**src/rtl/pipeline_credit_fifo_if.sv**
```systemverilog
// Handshake bundle between the credit FIFO, the upstream producer, the stitched
// pipeline's last stage and the downstream consumer.
interface pipeline_credit_fifo_if #(
   parameter int DATA_WIDTH = 32
);
   logic                  up_valid;
   logic                  up_ready;
   logic                  pipe_in_valid;
   logic                  pipe_out_valid;
   logic [DATA_WIDTH-1:0] pipe_out_data;
   logic                  out_valid;
   logic                  out_ready;
   logic [DATA_WIDTH-1:0] out_data;
   logic                  err;

   modport master (
      output up_valid, pipe_out_valid, pipe_out_data, out_ready,
      input  up_ready, pipe_in_valid, out_valid, out_data, err
   );

   modport slave (
      input  up_valid, pipe_out_valid, pipe_out_data, out_ready,
      output up_ready, pipe_in_valid, out_valid, out_data, err
   );
endinterface

```
**src/rtl/pipeline_credit_fifo.sv**
```systemverilog
// Credit-gated output FIFO for a non-stallable valid pipeline: upstream is admitted
// only when a FIFO slot is guaranteed for the item once it leaves the pipeline.
module pipeline_credit_fifo #(
   parameter int DATA_WIDTH = 32,
   parameter int DEPTH      = 4,
   parameter int LATENCY    = 3
) (
   input logic                  clk,
   input logic                  rst,
   pipeline_credit_fifo_if.slave bus
);
   localparam int CW = $clog2(DEPTH + 1);
   localparam int PW = (DEPTH > 1) ? $clog2(DEPTH) : 1;
   localparam logic [CW-1:0] DEPTH_C  = CW'(DEPTH);
   localparam logic [PW-1:0] LAST_PTR = PW'(DEPTH - 1);

   if (DEPTH < 1 || LATENCY < 1) begin : g_param_check
      $error("pipeline_credit_fifo: DEPTH and LATENCY must both be at least 1");
   end

   logic [DATA_WIDTH-1:0] mem_r [DEPTH];
   logic [CW-1:0]         reserved_r;
   logic [CW-1:0]         count_r;
   logic [PW-1:0]         wr_ptr_r;
   logic [PW-1:0]         rd_ptr_r;
   logic                  up_ready_r;
   logic                  out_valid_r;
   logic                  err_r;

   logic                  acc_s;
   logic                  pop_s;
   logic                  write_s;
   logic                  overflow_s;
   logic                  phantom_s;
   logic [CW-1:0]         reserved_next_s;
   logic [CW-1:0]         count_next_s;

   // Circular pointer advance that also wraps for non-power-of-2 depths.
   function automatic logic [PW-1:0] ptr_inc(input logic [PW-1:0] ptr);
      logic [PW-1:0] nxt;
      if (ptr == LAST_PTR) begin
         nxt = {PW{1'b0}};
      end else begin
         nxt = ptr + PW'(1);
      end
      return nxt;
   endfunction

   // Handshake decode, protocol-violation detection and next-state arithmetic.
   always_comb begin
      acc_s           = bus.up_valid & up_ready_r;
      pop_s           = out_valid_r & bus.out_ready;
      overflow_s      = bus.pipe_out_valid & (count_r == DEPTH_C) & ~pop_s;
      phantom_s       = bus.pipe_out_valid & (reserved_r == count_r);
      write_s         = bus.pipe_out_valid & ~overflow_s;
      reserved_next_s = reserved_r;
      count_next_s    = count_r;

      // A pop of a phantom item must not wrap the credit counter below zero.
      case ({acc_s, pop_s})
         2'b10: reserved_next_s = reserved_r + CW'(1);
         2'b01: begin
            if (reserved_r != {CW{1'b0}}) begin
               reserved_next_s = reserved_r - CW'(1);
            end else begin
               reserved_next_s = reserved_r;
            end
         end
         default: reserved_next_s = reserved_r;
      endcase

      case ({write_s, pop_s})
         2'b10:   count_next_s = count_r + CW'(1);
         2'b01:   count_next_s = count_r - CW'(1);
         default: count_next_s = count_r;
      endcase
   end

   // Credit, occupancy, pointer and sticky error registers.
   always_ff @(posedge clk or negedge rst) begin
      if (!rst) begin
         reserved_r  <= {CW{1'b0}};
         count_r     <= {CW{1'b0}};
         wr_ptr_r    <= {PW{1'b0}};
         rd_ptr_r    <= {PW{1'b0}};
         up_ready_r  <= 1'b0;
         out_valid_r <= 1'b0;
         err_r       <= 1'b0;
      end else begin
         reserved_r  <= reserved_next_s;
         up_ready_r  <= (reserved_next_s < DEPTH_C);
         count_r     <= count_next_s;
         out_valid_r <= (count_next_s != {CW{1'b0}});
         if (write_s) begin
            wr_ptr_r <= ptr_inc(wr_ptr_r);
         end
         if (pop_s) begin
            rd_ptr_r <= ptr_inc(rd_ptr_r);
         end
         if (overflow_s | phantom_s) begin
            err_r <= 1'b1;
         end
      end
   end

   // Storage array; contents are deliberately left unreset.
   always_ff @(posedge clk) begin
      if (write_s) begin
         mem_r[wr_ptr_r] <= bus.pipe_out_data;
      end
   end

   assign bus.up_ready      = up_ready_r;
   assign bus.pipe_in_valid = acc_s;
   assign bus.out_valid     = out_valid_r;
   assign bus.out_data      = mem_r[rd_ptr_r];
   assign bus.err           = err_r;
endmodule

```
**src/flat_wrapper.sv**
```systemverilog
// flat-port wrapper written by rule: the top's interface ports become plain ports
module pipeline_credit_fifo_flat 
#(
   parameter int DATA_WIDTH = 32,
   parameter int DEPTH      = 4,
   parameter int LATENCY    = 3
)
  (clk, rst, bus_up_valid, bus_pipe_out_valid, bus_pipe_out_data, bus_out_ready, bus_up_ready, bus_pipe_in_valid, bus_out_valid, bus_out_data, bus_err);
  pipeline_credit_fifo_if #(.DATA_WIDTH(DATA_WIDTH)) bus_i ();
  input logic clk;
  input logic rst;
  input wire logic [$bits(bus_i.up_valid)-1:0] bus_up_valid;
  input wire logic [$bits(bus_i.pipe_out_valid)-1:0] bus_pipe_out_valid;
  input wire logic [$bits(bus_i.pipe_out_data)-1:0] bus_pipe_out_data;
  input wire logic [$bits(bus_i.out_ready)-1:0] bus_out_ready;
  output wire logic [$bits(bus_i.up_ready)-1:0] bus_up_ready;
  output wire logic [$bits(bus_i.pipe_in_valid)-1:0] bus_pipe_in_valid;
  output wire logic [$bits(bus_i.out_valid)-1:0] bus_out_valid;
  output wire logic [$bits(bus_i.out_data)-1:0] bus_out_data;
  output wire logic [$bits(bus_i.err)-1:0] bus_err;
  assign bus_i.up_valid = bus_up_valid;
  assign bus_i.pipe_out_valid = bus_pipe_out_valid;
  assign bus_i.pipe_out_data = bus_pipe_out_data;
  assign bus_i.out_ready = bus_out_ready;
  assign bus_up_ready = bus_i.up_ready;
  assign bus_pipe_in_valid = bus_i.pipe_in_valid;
  assign bus_out_valid = bus_i.out_valid;
  assign bus_out_data = bus_i.out_data;
  assign bus_err = bus_i.err;
  pipeline_credit_fifo #(.DATA_WIDTH(DATA_WIDTH), .DEPTH(DEPTH), .LATENCY(LATENCY)) u_core (.clk(clk), .rst(rst), .bus(bus_i));
endmodule
```
**config.mk**
```make
export PLATFORM = sky130hd
export DESIGN_NAME = pipeline_credit_fifo_flat
export DESIGN_NICKNAME = d
export VERILOG_FILES = /design/src/rtl/pipeline_credit_fifo_if.sv /design/src/rtl/pipeline_credit_fifo.sv /design/src/flat_wrapper.sv
export SDC_FILE = /design/constraint.sdc
export NUM_CORES = 1
export LEC_CHECK = 0
export CORE_UTILIZATION = 35
export CTS_CLUSTER_SIZE = 8
export DETAILED_ROUTE_END_ITERATION = 16
export PLACE_DENSITY_LB_ADDON = 0.25
export REMOVE_ABC_BUFFERS = 1
export SLEW_MARGIN = 20
export SYNTH_ARGS = -nofsm -noshare
export SYNTH_HDL_FRONTEND = slang
export SYNTH_SLANG_ARGS = --single-unit
```
**constraint.sdc**
```tcl
create_clock -name clk -period 3.1 [get_ports clk]
set_input_delay 0.31 -clock clk [delete_from_list [all_inputs] [get_ports clk]]
set_output_delay 0.31 -clock clk [all_outputs]
set_load 0.05 [all_outputs]
```
==> results.md <==
- Die ar.: 0.01611 sq mm
- Slew HR: 58.82%
- Final Max Slew Viols: 0
- DP HPWL: around 6200 um
- Largest net degree at the start of global routing: 26
- Post-Synthesis Cells: 248
- H-tree depth: 4
- Vias: between 2000 and 3000
- CTS tree: done
- Leakage: 0.002438 uW
- Sequential fraction of design power: 35.4%
- Power Dens Cells: roughly 1100 mW/mm^2
- Post-CTS Setup Bufs: 0
- Rows: 45
- Total iterations of the first detailed-routing run: 4
- Buffers & Inverters on Critical Path: 2
- Worst-margin pin slew: 0.6158 ns
- # nets final: 390
- CP Data Arrival Time: ~2.5 ns
- Critical Path RT: 2.79 ns
- F_max: around 350 MHz
- Buffers on Ports: between 70 and 80
- Combinational Power Share: 38.3%
- Total grt overflow: 0
- Worst-path fanout max: 16
- Yosys cell types: 31
- Status: finished, final reports clean
- Capturing point of the worst reg2reg path: u_core.bus.out_valid
- Fraction of layout cells with a size suffix above 1: 24.08%
- Netlist Area Pre-Place: 0.005463 sq mm
- Flops & latches, synth: 141
- Post-DR wirelength/cell: around 18 um
- Die width: ~130 um
- DR DRC count: 0
- Psw: 2748 uW
- Commonest non-fill, non-tap cells in the layout: edfxtp_1, clkdlybuf4s50_1, mux4_2
- Vias in the first global route: 2796
- Setup CP Type: reg -> out
- R2r startpoint: u_core.count_r[0]
- Clock share of power: 26.3%
- I/O pin cnt: 73
- Sequential area share after synthesis: 76.32%
- Initial core utilization: 35.93%
- Worst hold slack: roughly 0.27 ns
- DR iter-0 viols: 121
- Int Pwr: slightly below 5000 uW
- Final worst-path cycle share: around nine tenths
- Sw frac: 35.58%
- Mapped Avg Cell Area: 22.03 sq um
- CP startpoint kind: register
- Core Util, Final: between 40% and 50%
- Min Tclk post-route: 2.846 ns
- Critical path cell sequence: buf_12 -> mux4_2 -> clkdlybuf4s50_1
- Die height: 126.9 um
- Commonest non-fill, non-tap cell in the layout: edfxtp_1
- Setup TNS Final: 0 ns
- Routed Antenna Nets: 0
- Clock Tree Buf Depth: 2
- Clock sinks: 141
- Root Driver: clkbuf_16
- N_diodes: 0
- Initial antenna violation count: 1
- Reg clk slew, reported paths: 0.06 ns
- CP max stage delay: 0.72 ns
- HP Class: in -> async
- CP Capture Type: output port
- Gpl congestion: 0.7060
- First-pass GRT wire length: 15300 um
- Critical-path top delay cell: clkdlybuf4s50_1
- Clock skew: 0.006546 ns
- Worst-Skew Late Latency: around 0.42 ns
- Area grow syn2layout: 30.21%
- Final setup viols: 0
- Crit path depth: 3
- R2R setup slack: 0.70 ns
- Vias/cell: ~4.8
- Core box area: 0.01520 sq mm
- Synth warn: 0
- R2R depth: 8
- MaxCap Viol Count: 0
- Drt total wl: about 10000 um
- Peak supply drop: a little under 500 uV
- Final Hold Violating Endpoints: 0
- RSZ-0062 raised after global routing: false
- CTS Buf Count: 17
- Total GRT Usage: a little over an eighth
- CP top delay family: buffers and inverters
## metrics by stage
| step | cells | total power [uW] | instance area (sq um) | worst slack (ns) |
|---|---|---|---|---|
| 6_report | 541 | 7723 | 7113 | 0.2545 |
| 5_1_grt | 541 | 8049 | 7113 | 0.1380 |
| 4_1_cts | 541 | 7828 | 7111 | 0.05533 |
| 3_5_place_dp | 509 | 5775 | 6511 | 0.5127 |
| 3_3_place_gp | 509 | 5752 | 6511 | 0.5243 |
| 2_1_floorplan | 240 | 4731 | 5418 | 0.5506 |
## worst register-to-register path, cell delays in order (launching register included)
cell       delay [ns]
dfrtp_1          0.43
or3b_4           0.43
o21ai_4          0.20
ha_1             0.22
inv_1            0.06
fa_1             0.37
xor2_1           0.16
or3_1            0.34
nand4bb_1        0.12
## cells by family (layout without fill, tap and decap cells)
group | Yosys count | count (layout) | synth area share, %
mux | 37 | 37 | 14.36
buf+inv | 19 | 124 | 1.580
flops | 141 | 141 | 76.32
simple gates | 21 | 21 | 2.222
compound gates | 12 | 12 | 1.603
fa+ha+maj | 13 | 13 | 3.115
xor+xnor | 5 | 5 | 0.8016
## power groups by stage
stage                     Clock [uW]  Combinational [uW]  Sequential [uW]
after detailed placement           0                2990             2780
after global placement             0                2990             2770
final                           2030                2960             2730
after global routing            2140                3120             2780
after CTS                       2080                3000             2740
after floorplan                    0                1930             2800
## Yosys cell counts
library cell | number | area (sq um)
a211o_1 | 1 | 8.760
a21o_1 | 2 | 15.01
a21oi_1 | 2 | 10.01
a22oi_1 | 1 | 7.510
and3_1 | 4 | 25.02
buf_2 | 3 | 15.01
buf_4 | 3 | 22.52
clkbuf_1 | 2 | 7.510
dfrtp_1 | 13 | 325.3
edfxtp_1 | 128 | 3844
fa_1 | 1 | 20.02
ha_1 | 12 | 150.1
inv_1 | 11 | 41.29
mux2_2 | 3 | 33.78
mux2_4 | 2 | 30.03
mux4_2 | 32 | 720.7
nand2_1 | 5 | 18.77
nand2b_1 | 2 | 12.51
nand3b_1 | 1 | 7.510
nand4bb_1 | 1 | 11.26
nor2_1 | 3 | 11.26
nor2b_1 | 2 | 12.51
nor3_1 | 1 | 5.000
o21ai_0 | 3 | 15.01
o21ai_4 | 1 | 16.27
o22ai_1 | 1 | 6.260
o32ai_1 | 1 | 8.760
or3_1 | 1 | 6.260
or3b_4 | 1 | 11.26
xnor2_1 | 1 | 8.760
xor2_1 | 4 | 35.03
## worst max-delay path by stage
stage               slack (ns)          startpoint          endpoint
floorplan                 0.55  u_core.rd_ptr_r[0]   bus_out_data[0]
global placement          0.52  u_core.rd_ptr_r[0]  bus_out_data[20]
detailed placement        0.51  u_core.rd_ptr_r[0]  bus_out_data[20]
CTS                       0.06  u_core.rd_ptr_r[0]  bus_out_data[20]
global route              0.14  u_core.rd_ptr_r[0]  bus_out_data[20]
finish                    0.25  u_core.rd_ptr_r[0]  bus_out_data[20]
## layer usage
metal	wire, um	global-route usage (%)	vias to the layer above	part of all wire (%)
met5	17	0	-	0.17
met4	250	7.633	2	2.5
met3	704	5.483	22	7.1
met2	4631	19.65	80	46
met1	4359	16.53	1305	44
li1	-	-	1189	-
## layout make-up
type                    count  area, sq um
clock inverters            14        170.2
inverters                  11        41.29
fillers                  1291         8089
flip-flops and latches    141         4174
clock buffers              18        429.2
multi-input cells          88         1212
well taps                 188        235.2
repair buffers             81        850.8
## what timing repair did
item | CTS | global route
endpoints found under the setup margin | 0 | 3
hold buffers | 0 | 0
gates resized for setup | 0 | 1
## state kept, by name, summed over array words and instances (netlist names)
signal	flops
u_core.count_r	3
u_core.bus.err	1
u_core.wr_ptr_r	2
u_core.bus.out_valid	1
u_core.mem_r	128
u_core.bus.up_ready	1
u_core.rd_ptr_r	2
u_core.reserved_r	3
(Power assumes the default switching activity.)
